File: src/rtl/midi_voice_alloc.sv
// MIDI key-to-voice allocator: toggles held keys across NUM_VOICES slots with per-slot age
// and optional auto-release. Define VOICE_STEAL_EN to steal the oldest slot on a full-table miss.
module midi_voice_alloc #(
    parameter int NUM_VOICES = 4,
    parameter int AGE_W      = 16,
    parameter int TIMEOUT    = 0
) (
    input  logic                    clk,
    input  logic                    rst_n,
    input  logic                    key_valid,
    input  logic [6:0]              key_index,
    output logic [NUM_VOICES-1:0]   voice_active,
    output logic [7*NUM_VOICES-1:0] voice_key,
    output logic [NUM_VOICES-1:0]   voice_on,
    output logic [NUM_VOICES-1:0]   voice_off,
    output logic                    busy,
    output logic                    drop
);

    localparam int unsigned NV    = NUM_VOICES;
    localparam int          IDX_W = $clog2(NUM_VOICES);

    typedef logic [IDX_W-1:0] idx_t;
    typedef enum logic [1:0] {IDLE, SEARCH, UPDATE} state_t;

    state_t state, state_next;

    logic [6:0]        key_q;
    logic [6:0]        keys   [NUM_VOICES];
    logic [6:0]        keys_n [NUM_VOICES];
    logic [AGE_W-1:0]  age    [NUM_VOICES];
    logic [AGE_W-1:0]  age_n  [NUM_VOICES];
    logic [NV-1:0]     active_n, on_n, off_n;
    logic              drop_n;

    logic hit_found, free_found, hit_found_q, free_found_q;
    idx_t hit_idx, free_idx, hit_idx_q, free_idx_q;
`ifdef VOICE_STEAL_EN
    logic             oldest_found;
    logic [AGE_W-1:0] oldest_age;
    idx_t             oldest_idx, oldest_idx_q;
`endif

    always_comb begin
        state_next = state;
        case (state)
            IDLE:    if (key_valid) state_next = SEARCH;
            SEARCH:  state_next = UPDATE;
            UPDATE:  state_next = IDLE;
            default: state_next = IDLE;
        endcase
    end

    assign busy = (state != IDLE);

    always_comb begin
        hit_found  = 1'b0;
        hit_idx    = '0;
        free_found = 1'b0;
        free_idx   = '0;
        for (int unsigned i = 0; i < NV; i++) begin
            if (!hit_found && voice_active[i] && (keys[i] == key_q)) begin
                hit_found = 1'b1;
                hit_idx   = idx_t'(i);
            end
            if (!free_found && !voice_active[i]) begin
                free_found = 1'b1;
                free_idx   = idx_t'(i);
            end
        end
    end

`ifdef VOICE_STEAL_EN
    // Strict '>' keeps the lowest index on equal ages.
    always_comb begin
        oldest_found = 1'b0;
        oldest_age   = '0;
        oldest_idx   = '0;
        for (int unsigned i = 0; i < NV; i++) begin
            if (voice_active[i] && (!oldest_found || (age[i] > oldest_age))) begin
                oldest_found = 1'b1;
                oldest_age   = age[i];
                oldest_idx   = idx_t'(i);
            end
        end
    end
`endif

    always_ff @(posedge clk or negedge rst_n) begin
        if (!rst_n) begin
            state        <= IDLE;
            key_q        <= '0;
            hit_found_q  <= 1'b0;
            hit_idx_q    <= '0;
            free_found_q <= 1'b0;
            free_idx_q   <= '0;
`ifdef VOICE_STEAL_EN
            oldest_idx_q <= '0;
`endif
        end else begin
            state <= state_next;
            if (state == IDLE && key_valid) begin
                key_q <= key_index;
            end
            if (state == SEARCH) begin
                hit_found_q  <= hit_found;
                hit_idx_q    <= hit_idx;
                free_found_q <= free_found;
                free_idx_q   <= free_idx;
`ifdef VOICE_STEAL_EN
                oldest_idx_q <= oldest_idx;
`endif
            end
        end
    end

    // UPDATE acts on the SEARCH snapshot; a slot already timed out in between gets no second voice_off.
    always_comb begin
        active_n = voice_active;
        keys_n   = keys;
        on_n     = '0;
        off_n    = '0;
        drop_n   = 1'b0;
        for (int unsigned i = 0; i < NV; i++) begin
            if (voice_active[i]) begin
                age_n[i] = (age[i] == '1) ? age[i] : age[i] + AGE_W'(1);
            end else begin
                age_n[i] = '0;
            end
            if ((TIMEOUT != 0) && voice_active[i] && (age[i] == AGE_W'(TIMEOUT))) begin
                active_n[i] = 1'b0;
                off_n[i]    = 1'b1;
                age_n[i]    = '0;
            end
        end

        if (state == UPDATE) begin
            if (hit_found_q) begin
                if (voice_active[hit_idx_q]) begin
                    active_n[hit_idx_q] = 1'b0;
                    off_n[hit_idx_q]    = 1'b1;
                    age_n[hit_idx_q]    = '0;
                end
            end else if (free_found_q) begin
                active_n[free_idx_q] = 1'b1;
                keys_n[free_idx_q]   = key_q;
                age_n[free_idx_q]    = '0;
                on_n[free_idx_q]     = 1'b1;
            end else begin
`ifdef VOICE_STEAL_EN
                off_n[oldest_idx_q]    = voice_active[oldest_idx_q];
                on_n[oldest_idx_q]     = 1'b1;
                active_n[oldest_idx_q] = 1'b1;
                keys_n[oldest_idx_q]   = key_q;
                age_n[oldest_idx_q]    = '0;
`else
                drop_n = 1'b1;
`endif
            end
        end

        if (key_valid && state != IDLE) begin
            drop_n = 1'b1;
        end
    end

    always_ff @(posedge clk or negedge rst_n) begin
        if (!rst_n) begin
            voice_active <= '0;
            voice_on     <= '0;
            voice_off    <= '0;
            drop         <= 1'b0;
            for (int unsigned i = 0; i < NV; i++) begin
                keys[i] <= '0;
                age[i]  <= '0;
            end
        end else begin
            voice_active <= active_n;
            voice_on     <= on_n;
            voice_off    <= off_n;
            drop         <= drop_n;
            keys         <= keys_n;
            age          <= age_n;
        end
    end

    always_comb begin
        voice_key = '0;
        for (int unsigned i = 0; i < NV; i++) begin
            voice_key[7*i +: 7] = keys[i];
        end
    end

endmodule

File: config.mk
export PLATFORM = sky130hd
export DESIGN_NAME = midi_voice_alloc
export DESIGN_NICKNAME = d
export VERILOG_FILES = /design/src/rtl/midi_voice_alloc.sv
export SDC_FILE = /design/constraint.sdc
export NUM_CORES = 1
export LEC_CHECK = 0
export ABC_CLOCK_PERIOD_IN_PS = 1800
export CORE_MARGIN = 5
export CORE_UTILIZATION = 42
export CTS_CLUSTER_DIAMETER = 40
export CTS_CLUSTER_SIZE = 40
export DETAILED_ROUTE_END_ITERATION = 7
export DONT_BUFFER_PORTS = 1
export PLACE_DENSITY = 0.58
export SLEW_MARGIN = 20
export SYNTH_ARGS = -nofsm -noshare
export SYNTH_HDL_FRONTEND = slang
export SYNTH_SLANG_ARGS = --single-unit
File: constraint.sdc
create_clock -name clk -period 1.8 [get_ports clk]
set_input_delay 0.18 -clock clk [delete_from_list [all_inputs] [get_ports clk]]
set_output_delay 0.18 -clock clk [all_outputs]
set_load 0.02 [all_outputs]
## Yosys cells after proc, flatten, opt, wreduce, memory -nomap -nowiden

Cells that the tools add are included.

| storage, ports and cells | value |
|---|---|
| logic and storage cells | 99 |
| output and inout bits | 42 |
| bits of input ports | 10 |
| register bits | 56 |

| operators by class | value |
|---|---|
| equality and inequality tests | 8 |
| mux-type cells | 38 |
| bitwise gates (word level) | 5 |
| $lt $le $gt $ge | 6 |
| reductions and logical operators | 28 |

Operator list:

| cell | count |
|---|---|
| $mux W4 | 9 |
| $bwmux W28 | 1 |
| $eq A7 B7 Y1 | 4 |
| $mux W1 | 17 |
| $logic_and A1 B1 Y1 | 15 |
| $demux W7 S2 | 1 |
| $mux W2 | 5 |
| $logic_not A1 Y1 | 8 |
| $mux W7 | 1 |
| $lt A2 B3 Y1 const B | 2 |
| $reduce_and A3 Y1 | 2 |
| $and A4 B4 Y4 | 1 |
| $demux W1 S2 | 2 |
| $ge A2 B1 Y1 const B | 2 |
| $not A4 Y4 | 1 |
| $or A4 B4 Y4 | 1 |
| $pmux W2 S2 | 1 |
| $reduce_bool A2 Y1 | 2 |
| $ge A3 B3 Y1 const B | 1 |
| $lt A3 B1 Y1 const B | 1 |
| $not A2 Y3 | 1 |
| $bmux W1 S2 | 1 |
| $eq A2 B1 Y1 const B | 1 |
| $eq A2 B2 Y1 const B | 1 |
| other kinds (4) | 4 |

## Logic depth before layout (Yosys ltp)

| depth | value |
|---|---|
| depth after elaboration | 15 |
| depth in mapped cells | 6 |

## Worst setup path after synthesis

Ideal clock, no wire load.

| path | value |
|---|---|
| kind | register -> register |
| start point | register state[1] |
| end point | register key_q[0] |
| period minus slack after synthesis | 1.424 ns |
| slack | 0.376 ns |
| cell stages (with the launch flop) | 4 |
| arrival | 1.299 ns |
| path buffers | 0 |
| library setup time | 0.125 ns |
| cell sequence | dfrtp_1 -> or2_2 -> nor2_4 -> mux2_2 |

| on the way | value |
|---|---|
| cells in the longest elaborated chain, start to end | 2 |

Ends and longest elaborated chain:

| what | line | text |
|---|---|---|
| start, declared | 26 | `state_t state, state_next;` |
| start signal, assigned | 101 | `state <= state_next;` |
| $logic_not A2 Y1 | 102 | `if (state == IDLE && key_valid) begin` |
| $logic_and A1 B1 Y1 | 102 |  |
| end signal, assigned | 103 | `key_q <= key_index;` |
| end, declared | 28 | `logic [6:0] key_q;` |

Every way passes these cells.
A chain may end at the register's enable or synchronous reset.

## Worst setup path after layout

| path | value |
|---|---|
| start point | register state[1] |
| end point | register key_q[2] |

The elaborated chain is that of the path after synthesis.

==> flow_summary.yaml <==
yosys:
  syn_avg_cell_area_um2: 12.8
  yosysSeqAreaShare_pct: 56.6
  ys_types: 32
  ys_warn_count: 0
  synth_flop_cell: "dfrtp_1"
  syn-num-nets: 204
  mappedNetlistArea_um2: 2480
  async_reset_ff_share_pct: 100
  ys_ff_latch: 56
  synth_edf_count: 0
  synth_cells: 194
global_routing:
  overflow: 0
  grt_max_degree: 57
  grt_pass1_vias: 1566
  grt_first_pass_wirelength_um: 8340
  grt_usage_pct: 14.6
  use_met2_pct: 25.3
  use_met3_pct: 4.94
  use_met1_pct: 17.3
  antenna_found_initial: 0
  busiest_layer: "met2"
drt:
  drtAntennaViolNets: 0
  wirelength_um: 5110
  drc: 0
  drtIter0Drc: 49
  wire_per_inst_um: 18.6
  vias: 1457
  via_per_inst: 5.32
  drt-pass1-iter-count: 4
power:
  total_power_uw: 4180
  power.density_nw_per_um2: 1550
  vdd_drop_max_uv: 661
  p_leak_uw: 0.00121
floorplan:
  placementRows: 28
  die-area_um2: 7530
  core_area_um2: 5820
  die_w_um: 86.8
  ios: 52
  initial_utilization_pct: 42.6
  die_h_um: 86.8
clock_network:
  clkLatencyLatePin_ps: 310
  path_clk_slew_ps: 100
  cts-buffers-inserted: 5
  cts_buffer_depth: 2
  postCtsSetupBuffers: 0
  post_cts_resized: 0
  cts-hold-fix-buffers: 3
  htree_levels: 2
  clockRootBuffer: "clkbuf_8"
  numClockSinks: 56
  cts_tree: "built"
run:
  drv_cap: 0
worst_setup_path:
  rrSetupSlack_ps: 200
  crit_start: "state[1]"
  reg2reg_to: "key_q[2]"
  crit_end: "key_q[2]"
  critPathCaptureType: "register"
  r2r-start: "state[1]"
  cp.required_ps: 1990
  critPathMaxFanout: 8
  worstSetupPathType: "reg2reg"
  r2r_cells: 3
  critPathArrivalTime_ps: 1800
  critPathLaunchType: "register"
timing:
  rsz0062_at_grt: "false"
  finalCritPeriodShare_pct: 88.9
  fin_setup_tns_ps: 0
  holdWs_ps: 14.6
  final-hold-violation-count: 0
  timing.final.max_slew_violations: 0
  min_period_ps: 1600
  clock_skew_ps: 8.16
  setup_viol: 0
  max_freq_mhz: 625
  slew_headroom_pct: 73.3
  tightest_slew_ps: 397
place:
  post-dp-hpwl_um: 3750
  postPlaceCellArea_um2: 2530
  io_buffer_count: 0
  gp_congestion: 0.765
hold_path:
  holdPathStages: 1
  min_path_type: "in2reg"
layout:
  synthToLayoutAreaGrowth_pct: 8.89
  diodes: 0
  fin_area_um2: 2700
  drive_gt1_share_pct: 27.6
  nFillCells: 548
  fin_nets: 208
run_status:
  status: "finished clean"
[kinds of logic after synthesis]
group,Yosys count,synth area share [%]
multiplexers,35,15.9
buffers and inverters,19,3.84
AO/OA/AOI/OAI,13,3.44
XOR/XNOR,28,9.90
AND/OR/NAND/NOR,43,10.4
flip-flops,56,56.6
[placed cells by master (no fill, tap or decap)]
cell / count
nand4_1: 6
nor3_1: 4
xnor2_1: 21
a31oi_1: 1
nor2_4: 1
nor4_2: 2
or2b_1: 1
a21oi_1: 2
buf_16: 1
or2_2: 1
clkinv_2: 1
inv_1: 10
nor4_1: 2
dlygate4sd3_1: 3
nor3_4: 1
buf_4: 2
clkinvlp_4: 1
nor2_1: 7
mux2_2: 35
and3_1: 1
o41ai_2: 1
o21bai_1: 1
dfrtp_1: 56
nand2_2: 1
o31ai_1: 1
xor2_1: 7
nand2_1: 10
o21a_1: 1
clkbuf_8: 5
bufinv_16: 1
o21ai_0: 6
nand3b_2: 1
nand3_1: 3
nand3b_1: 1
nand3_2: 1
[layer usage]
layer,vias to the layer above,routed length (um)
met1,743,2020
met3,5,359
met4,0,45
met5,-,0
met2,41,2680
li1,668,-
[where the power goes]
| group | total, uW | switching, uW | internal, uW |
|---|---|---|---|
| Sequential | 2490 | 883 | 1610 |
| Combinational | 890 | 363 | 528 |
| Clock | 804 | 392 | 412 |
| Total | 4180 | 1640 | 2550 |
[worst max-delay path, stage by stage, from the launching register on]
cell and delay [ps]:
dfrtp_1 420, or2_2 400, nor2_4 290, mux2_2 380
[sequential cells by signal, summed over array words and instances, names as in the netlist]
signal	flops
state	2
voice_key	28
key_q	7
hit_idx_q	2
drop	1
free_found_q	1
voice_active	4
hit_found_q	1
voice_on	4
free_idx_q	2
voice_off	4
[cell type report]
class | instances | area (um^2) | area share (%)
sequential | 56 | 1400 | 51.9
multi-input combinational | 119 | 981 | 36.4
tap | 75 | 93.8 | 3.48
timing repair buffer | 6 | 72.6 | 2.69
clock buffer | 5 | 68.8 | 2.55
clock inverter | 3 | 42.5 | 1.58
inverter | 10 | 37.5 | 1.39
[through the flow]
step                util [%]  std cells  setup WS [ps]
floorplan                  -        194            376
global placement        43.5        262            204
detailed placement      43.5        262            179
CTS                     46.2        273            166
global route            46.4        274           71.0
finish                  46.4        274            199
[worst min path at each step]
stage | endpoint | startpoint | slack (ps)
floorplan | drop | rst_n | -120
global route | key_q[4] | key_index[4] | 1
finish | key_q[4] | key_index[4] | 10
CTS | key_q[0] | key_index[0] | 7
global placement | voice_on[1] | rst_n | -110
detailed placement | voice_on[1] | rst_n | -110
[cell usage after synthesis (all sizes together), types with 2 or more instances]
| library cell | n | share of area, % |
|---|---|---|
| xor2 | 7 | 2.5 |
| clkbuf | 2 | 0.30 |
| nand4 | 6 | 1.5 |
| dfrtp | 56 | 57 |
| nand2 | 11 | 1.8 |
| nor3 | 5 | 1.5 |
| a21oi | 2 | 0.40 |
| mux2 | 35 | 16 |
| nor4 | 4 | 1.5 |
| inv | 10 | 1.5 |
| o21ai | 6 | 1.2 |
| xnor2 | 21 | 7.4 |
| nand3b | 2 | 0.76 |
| nor2 | 8 | 1.5 |
| buf | 7 | 2.0 |
| nand3 | 4 | 1.0 |
No activity file was read; power rests on OpenSTA's default activity.
